`config.mk`:
```
export PLATFORM = sky130hd
export DESIGN_NAME = audio_mix_i2s
export DESIGN_NICKNAME = d
export VERILOG_FILES = /design/src/rtl/audio_mix_i2s.sv
export SDC_FILE = /design/constraint.sdc
export NUM_CORES = 1
export LEC_CHECK = 0
export ABC_AREA = 1
export BUFFER_PORTS_ARGS = -buffer_cell sky130_fd_sc_hd__buf_2
export CORE_ASPECT_RATIO = 0.5
export CORE_MARGIN = 1
export CORE_UTILIZATION = 55
export CTS_CLUSTER_DIAMETER = 150
export DETAILED_ROUTE_END_ITERATION = 6
export GPL_ROUTABILITY_DRIVEN = 0
export PLACE_DENSITY_LB_ADDON = 0.3
export SLEW_MARGIN = 20
export SYNTH_ARGS = -nofsm -noshare
export SYNTH_HDL_FRONTEND = slang
export SYNTH_SLANG_ARGS = --single-unit
```
`constraint.sdc`:
```
create_clock -name clk -period 3.9 [get_ports clk]
set_clock_uncertainty 0.15 [all_clocks]
set_input_delay 0 -clock clk [delete_from_list [all_inputs] [get_ports clk]]
set_output_delay 0 -clock clk [all_outputs]
set_load 0.05 [all_outputs]
```
`src/rtl/audio_mix_i2s.sv`:
```
// audio_mix_i2s: mixes the core's 16-bit stereo audio with the ALSA PCM stream,
// saturates, applies attenuation/mute and serialises the result as a
// 16-bit-in-32-slot I2S stream with locally generated BCLK/LRCLK.
module audio_mix_i2s #(
  parameter int CLK_RATE    = 24576000,
  parameter int SAMPLE_RATE = 48000
) (
  input  logic        clk,
  input  logic        reset,
  input  logic [15:0] core_l,
  input  logic [15:0] core_r,
  input  logic [15:0] alsa_l,
  input  logic [15:0] alsa_r,
  input  logic        alsa_en,
  input  logic [4:0]  att,
  output logic        i2s_bclk,
  output logic        i2s_lrclk,
  output logic        i2s_data,
  output logic        frame_tick
);

  // clk cycles per BCLK period; 64 BCLKs make one frame
  localparam int DIV = CLK_RATE / (SAMPLE_RATE * 64);
  localparam int DCW = (DIV > 2) ? $clog2(DIV) : 1;
  localparam logic [DCW-1:0] DCNT_LAST = DCW'(DIV - 1);
  localparam logic [DCW-1:0] DCNT_HALF = DCW'(DIV / 2);

  generate
    if ((DIV < 2) || (DIV % 2 != 0) || (DIV * SAMPLE_RATE * 64 != CLK_RATE)) begin : g_div_check
      $error("audio_mix_i2s: CLK_RATE must be an even multiple (>= 2) of SAMPLE_RATE*64");
    end
  endgenerate

  logic [DCW-1:0] dcnt;
  logic [DCW-1:0] dcnt_next;
  logic           dcnt_wrap;
  logic [5:0]     bidx;
  logic [5:0]     bidx_next;
  logic           frame_start;
  logic           slot_bit;
  logic [15:0]    mix_l;
  logic [15:0]    mix_r;
  logic [15:0]    shl;
  logic [15:0]    shr;
  logic [4:0]     att_q;
  logic [16:0]    sum_l;
  logic [16:0]    sum_r;

  // Clamp a 17-bit signed sum of two 16-bit samples into 16-bit range.
  function automatic logic [15:0] saturate(input logic [16:0] s);
    case (s[16:15])
      2'b01:   return 16'h7FFF;
      2'b10:   return 16'h8000;
      default: return s[15:0];
    endcase
  endfunction

  // Mute, or arithmetic right shift that keeps the sample's sign.
  function automatic logic [15:0] attenuate(input logic [15:0] v, input logic [4:0] a);
    logic signed [15:0] sv;
    sv = v;
    return a[4] ? 16'h0000 : 16'(sv >>> a[3:0]);
  endfunction

  assign dcnt_wrap   = (dcnt == DCNT_LAST);
  assign dcnt_next   = dcnt_wrap ? '0 : dcnt + 1'b1;
  assign bidx_next   = bidx + 6'd1;
  assign frame_start = dcnt_wrap && (bidx == 6'd63);

  assign sum_l = {core_l[15], core_l} + (alsa_en ? {alsa_l[15], alsa_l} : 17'd0);
  assign sum_r = {core_r[15], core_r} + (alsa_en ? {alsa_r[15], alsa_r} : 17'd0);

  // Bit that goes on the wire for the next bit index (one-bit I2S delay).
  // NOTE: every output of an always_comb gets a default first, so no path
  // leaves it unassigned and no latch is inferred.
  always_comb begin
    slot_bit = 1'b0;
    if ((bidx_next >= 6'd1) && (bidx_next <= 6'd16)) begin
      slot_bit = shl[4'(6'd16 - bidx_next)];
    end else if ((bidx_next >= 6'd33) && (bidx_next <= 6'd48)) begin
      slot_bit = shr[4'(6'd48 - bidx_next)];
    end
  end

  // Clock divider, bit counter and the registered I2S pins; everything that
  // moves on a BCLK falling edge updates on the cycle dcnt wraps.
  // NOTE: state registers use non-blocking assignments so every flop samples
  // the pre-edge values regardless of statement order.
  always_ff @(posedge clk or negedge reset) begin
    if (!reset) begin
      dcnt       <= '0;
      bidx       <= '0;
      i2s_bclk   <= 1'b0;
      i2s_lrclk  <= 1'b0;
      i2s_data   <= 1'b0;
      frame_tick <= 1'b0;
    end else begin
      dcnt       <= dcnt_next;
      i2s_bclk   <= (dcnt_next >= DCNT_HALF);
      frame_tick <= frame_start;
      if (dcnt_wrap) begin
        bidx      <= bidx_next;
        i2s_lrclk <= bidx_next[5];
        i2s_data  <= slot_bit;
      end
    end
  end

  // Mix stage, recomputed every clk. It uses the attenuation latched at the
  // previous frame start, so an att change is seen by the transmitted words
  // one frame after the frame_tick that samples it.
  always_ff @(posedge clk or negedge reset) begin
    if (!reset) begin
      mix_l <= '0;
      mix_r <= '0;
    end else begin
      mix_l <= attenuate(saturate(sum_l), att_q);
      mix_r <= attenuate(saturate(sum_r), att_q);
    end
  end

  // Frame-start capture of the outgoing words and the attenuation setting.
  always_ff @(posedge clk or negedge reset) begin
    if (!reset) begin
      shl   <= '0;
      shr   <= '0;
      att_q <= '0;
    end else if (frame_start) begin
      shl   <= mix_l;
      shr   <= mix_r;
      att_q <= att;
    end
  end

endmodule
```
After elaboration in Yosys (flattened, before gate mapping)
Index checks and enable logic that the tools add are counted.
- add/sub/neg operators: 6
- order comparisons: 7
- eq/ne operators: 6
- shift operators: 2
- multiplexer cells: 13
- reduce and logical (&&, ||, !) cells: 3
- operators with widths (operator ; count):
    $pmux W16 S2 ; 2
    $add A17 B17 Y17 ; 2
    $mux W17 ; 2
    $mux W16 ; 2
    $sshr A16 B4 Y16 ; 2
    $lt A4 B5 Y1 const B ; 2
    $bmux W1 S4 ; 2
    $sub A1 B4 Y4 const A ; 2
    $add A6 B1 Y6 const B ; 1
    $eq A6 B6 Y1 const B ; 1
    $ge A6 B1 Y1 const B ; 1
    $ge A6 B6 Y1 const B ; 1
    $le A6 B5 Y1 const B ; 1
    $le A6 B6 Y1 const B ; 1
    $eq A2 B1 Y1 const B ; 2
    $eq A2 B2 Y1 const B ; 2
    $mux W1 ; 4
    $add A3 B1 Y3 const B ; 1
    $eq A3 B3 Y1 const B ; 1
    $ge A3 B3 Y1 const B ; 1
    $logic_and A1 B1 Y1 ; 3
    $mux W3 ; 1
- flip-flop bits (word level): 82
- input port bits: 72
- output and inout bits: 4
- logic and storage cells: 48

Logic depth before layout (Yosys ltp)
- depth after elaboration: 6
- mapped depth: 27
- depth with buffers taken out: 25

Least setup slack after synthesis
Ideal clock, no wire load.
- path type: input to register
- from: input alsa_en
- to: register mix_r[10]
- library setup time: 113 ps
- arrival time: 2862 ps
- required time: 3637 ps
- path slack: 775 ps
- stages on the path: 24
- buffers on the path: 2
- cell sequence: clkbuf_1 > nand2_1 > inv_1 > fa_1 > nand2_1 > nand2_1 > nand3_1 > nand2_1 > nand2_1 > nand2_1 > a2111oi_0 > a21oi_1 > ha_1 > nor2_1 > clkinv_1 > buf_2 > nand3_1 > nand3_2 > nand2_2 > nand2_2 > nand2_2 > nand2_1 > nand2_1 > inv_1
- longest elaborated chain between the ends: 6
- elaborated cells between the ends (all ways): 7
- those cells by class: add/sub (1); eq/ne (2); shift (1); mux (3)
- RTL lines (item ; line ; text):
    start: declaration ; 14 ; input logic alsa_en,
    $mux W17 (*) ; 71 ; assign sum_r = {core_r[15], core_r} + (alsa_en ? {alsa_r[15], alsa_r} : 17'd0);
    $add A17 B17 Y17 (*) ; 71 ;
    $eq A2 B2 Y1 or $eq A2 B1 Y1 (tied branches) ; 51 ; case (s[16:15])
    $pmux W16 S2 (*) ; 51 ;
    $sshr A16 B4 Y16 (*) ; 62 ; return a[4] ? 16'h0000 : 16'(sv >>> a[3:0]);
    $mux W16 (*) ; 62 ;
    end signal: assignment ; 118 ; mix_r <= attenuate(saturate(sum_r), att_q);
    end: declaration ; 42 ; logic [15:0] mix_r;
Mark *: on every way between the ends. The rest lies on a longest branch, timed or not.
A chain may end at the register's enable or synchronous reset.

Worst setup path in the final report
- from: input alsa_en
- to: register mix_r[4]
Same word-level chain as after synthesis.

==> metrics list <==
- Combinational logic is responsible for 36.3% of the overall power.
- Xor/xnor cell area share of the yosys netlist: 1.12%
- Vertical extent of the die: 82.0 um
- Remaining number of nets flagged by the antenna check after routing: 0
- Kind of end point of the critical path: flop
- Static timing analysis puts the maximum clock frequency at 295 MHz.
- DP Wirelength: 12700 um
- For this run, the number of Yosys warnings is 0.
* Power Internal: 1590 uW
- Cell row count: 28
- Setup Crit Path Kind: in -> reg
* Root buf cell: sky130_fd_sc_hd__clkbuf_16
* # DRC: 0
- Fraction of the mapped netlist area in compound gates: 8.78%
* Clk slew on worst S/H paths: 0.06 ns
- Across every metal layer, demand over resource in global routing totals 26.6%.
- For this design the top-level I/O count stands at 76.
- Entering global routing, the biggest net connects 81 pins.
- Measured against its own limit, the worst slew margin works out to 40.4%.
- Counting I/O delays and the setup requirement, the final critical path takes 3.39 ns.
* Class of the worst hold path: in -> async
- Detailed-router iteration count before antenna repair: 5
- Number of buffers inserted during clock tree synthesis: 9
- Maximum resistive drop on vdd: 298 uV
- The final route contains 7024 vias.
- Using the TritonRoute via totals, the vias-per-cell ratio works out to 5.18.
- Across the run, the number of max-cap violations was 0.
- Top cell type by total area after synthesis: sky130_fd_sc_hd__dfrtp_1
* Leading cell types by count after synthesis: sky130_fd_sc_hd__nand2_1, sky130_fd_sc_hd__nand3_1, sky130_fd_sc_hd__inv_1
- Clock sink count: 80
* Setup repair after global routing missed its margin: false
- After routing, the total negative slack on setup checks comes to 0 ns.
- P&R area growth vs syn: 11.2%
* Post-layout utilization of the core: 64.6%
* Synth top area share: 28.4%
- Clock insertion delay at the later pin of the skew report: 0.33 ns
* Combinational family with the most area after synthesis: simple AND/OR/NAND/NOR gates
- The clock network is responsible for 30.9% of the overall power.
- CORE AREA: 12100 um2
- Register bit count reported by yosys: 80
* Post-DP Area: 7480 um2
- Share of flip-flops with an asynchronous set or reset after synthesis: 100%
- The max-slew violation count was 0.
- Sequential cells account for 32.9% of the total power.
- Die Footprint: 13300 um2
* Slew @ Worst Pin: 0.892 ns
- Summing the sequential cell areas from Yosys gives 28.4% of the chip area.
- In the final layout, the share of cells above drive strength 1 is 12.9%.
* Number of nets at the end of the flow: 1300
* Number of DRC violations after detailed-routing iteration 0: 516
- Average instance area after synthesis: 6.26 um2
- The number of nets handed over by synthesis was 1238.
- The synthesized netlist devotes 7.68% of its cell area to adder and majority cells.
* Net switching power figure: 933 uW
* Cell Area, Synth: 7040 um2
* CP max FO: 15
- Mux contribution to synthesized area: 0.142%
* Part of the cycle the worst path needs: 86.8%
- The number of antenna diodes in the final layout is 0.
- Synthesis handed over a netlist of 1124 instances.
- The run finished with clean final reports.
* H-tree depth reported by CTS: 3
- Overall power consumption after layout is estimated at 2530 uW.
- Input and output buffers added on the ports amount to 75.
- Number of synthesized flops with an enable pin: 0
* Setup Buffers After CTS: 0
- First-pass GRT wire length: 28600 um
- No sink is reached through more buffers than the 2 on the longest clock path.
- The initial antenna violation count came to 0.
- Data on the critical path arrives at its endpoint at 3.45 ns.
* Post-synthesis cell type count: 45
- Cell with the most instances after synthesis: sky130_fd_sc_hd__nand2_1
* Switching Fraction: 36.9%
* Share of synthesized cell area in and, or, nand and nor gates: 41.4%
* DRT Wirelength: 16800 um
* CTS tree: built
- Initial Util: 58.1%
* Final setup violation count: 0
* Cell Pwr Density: 323 nW/um2
* Most used flip-flop cell after synthesis: sky130_fd_sc_hd__dfrtp_1
* Category of the worst setup path launch point: primary input
- Worst hold slack: 0.113 ns
- Leakage dissipation: 0.00463 uW
- Fin. Hold Viols: 0
* Die Width: 162 um
- The number of global-route vias before repair is 6152.
* Biggest area contributors in the synthesized netlist: sky130_fd_sc_hd__dfrtp_1, sky130_fd_sc_hd__nand2_1, sky130_fd_sc_hd__nand3_1
- Average wire length per cell after detail routing: 12.4 um
- With fillers left out, the area of the finished cells amounts to 7830 um2.
- Global route total overflow: 0
- For the worst setup path, the data required time is 3.96 ns.
[repair_timing]
item | 4_1_cts | 5_1_grt
endpoints found under the setup margin | 0 | 2
resized for setup | 0 | 1
hold buffers | 6 | 0
hold endpoints to repair | 85 | 0
[metal layers]
layer	global-route usage (%)	part of all wire [%]	vias up
li1	-	-	3672
met1	37.9	51	3125
met2	43.6	44	214
met3	4.24	5.2	13
met4	3.49	0.59	0
met5	0	0	-
[path summary, 6_finish.rpt]
check | start | end | slack (ns) | depth (start not counted)
max | alsa_en | mix_r[4] | 0.51 | 26
min | reset | shr[6] | 0.11 | 2
max reg2reg | bidx[0] | shl[4] | 1.18 | 9
min reg2reg | dcnt[0] | dcnt[0] | 0.28 | 1
max in group asynchronous | reset | i2s_data | 2.99 | 2
min in group clk | core_r[15] | mix_r[15] | 0.15 | 7
[cells in the final DEF, fill, tap and decap left out, types with 3 or more instances in the layout]
master / instances
sky130_fd_sc_hd__o21ai_0: 39
sky130_fd_sc_hd__nand4_1: 6
sky130_fd_sc_hd__a21oi_2: 6
sky130_fd_sc_hd__clkbuf_16: 9
sky130_fd_sc_hd__nand2_1: 419
sky130_fd_sc_hd__buf_4: 11
sky130_fd_sc_hd__and2_1: 5
sky130_fd_sc_hd__nand2_4: 3
sky130_fd_sc_hd__dfrtp_1: 80
sky130_fd_sc_hd__buf_2: 74
sky130_fd_sc_hd__nand3_1: 165
sky130_fd_sc_hd__xor2_1: 8
sky130_fd_sc_hd__nor2_2: 5
sky130_fd_sc_hd__nor3_1: 3
sky130_fd_sc_hd__a21oi_1: 38
sky130_fd_sc_hd__inv_1: 160
sky130_fd_sc_hd__dlygate4sd3_1: 6
sky130_fd_sc_hd__ha_1: 40
sky130_fd_sc_hd__o21ai_1: 10
sky130_fd_sc_hd__nand3_2: 7
sky130_fd_sc_hd__nor2_1: 35
sky130_fd_sc_hd__inv_2: 7
sky130_fd_sc_hd__o211ai_1: 4
sky130_fd_sc_hd__o22ai_1: 3
sky130_fd_sc_hd__nand2_2: 16
[metrics by stage]
| stage | cells | worst slack, ns |
|---|---|---|
| final | 1356 | 0.513 |
| after detailed placement | 1334 | 0.201 |
| after global placement | 1334 | 0.259 |
| after global routing | 1356 | 0.0558 |
| after floorplan | 1124 | 0.775 |
| after CTS | 1356 | 0.536 |
[state kept, by name, indices dropped and copies added (netlist names)]
register and flops:
att_q 5, bidx 5, dcnt 3, frame_tick 1, i2s_data 1, i2s_lrclk 1
mix_l 16, mix_r 16, shl 16, shr 16
[layout make-up]
| cell class | count | area (um2) |
|---|---|---|
| Clock buffer | 10 | 239 |
| Inverter | 168 | 631 |
| Multi-Input combinational cell | 834 | 4160 |
| Clock inverter | 6 | 42.5 |
| Fill cell | 1122 | 4290 |
| Tap cell | 165 | 206 |
| Timing Repair Buffer | 93 | 544 |
| Sequential cell | 80 | 2000 |
[kinds of logic after synthesis]
kind of cell    count (synthesis)
simple gates                  672
fa+ha+maj                      42
flops                          80
xor+xnor                        9
buf+inv                       210
mux                             1
compound gates                110
[power by group through the flow]
stage          Sequential (uW)  Combinational [uW]  Clock [uW]
2_1_floorplan              845                 675           0
3_3_place_gp               845                 874           0
3_5_place_dp               845                 890           0
4_1_cts                    830                 900         790
5_1_grt                    829                1040         833
6_report                   830                 917         780
[worst max-delay path: stages]
cell and delay [ns]:
sky130_fd_sc_hd__buf_2 0.22, sky130_fd_sc_hd__nand2_1 0.10, sky130_fd_sc_hd__inv_1 0.04, sky130_fd_sc_hd__ha_1 0.21
sky130_fd_sc_hd__fa_1 0.41, sky130_fd_sc_hd__nand2_1 0.08, sky130_fd_sc_hd__nand2_1 0.06, sky130_fd_sc_hd__nand3_1 0.09
sky130_fd_sc_hd__nand2_1 0.09, sky130_fd_sc_hd__nand2_1 0.09, sky130_fd_sc_hd__nand2_1 0.08, sky130_fd_sc_hd__a2111oi_1 0.35
sky130_fd_sc_hd__a21oi_1 0.11, sky130_fd_sc_hd__ha_1 0.31, sky130_fd_sc_hd__buf_4 0.21, sky130_fd_sc_hd__inv_1 0.10
sky130_fd_sc_hd__a21oi_1 0.12, sky130_fd_sc_hd__o21ai_0 0.13, sky130_fd_sc_hd__nand3_1 0.11, sky130_fd_sc_hd__nand3_1 0.11
sky130_fd_sc_hd__nand3_1 0.13, sky130_fd_sc_hd__nand2_1 0.06, sky130_fd_sc_hd__inv_1 0.07, sky130_fd_sc_hd__nand2_1 0.05
sky130_fd_sc_hd__nand2_1 0.05, sky130_fd_sc_hd__a21oi_1 0.04
Note: power is estimated with default switching activity, not from simulation.
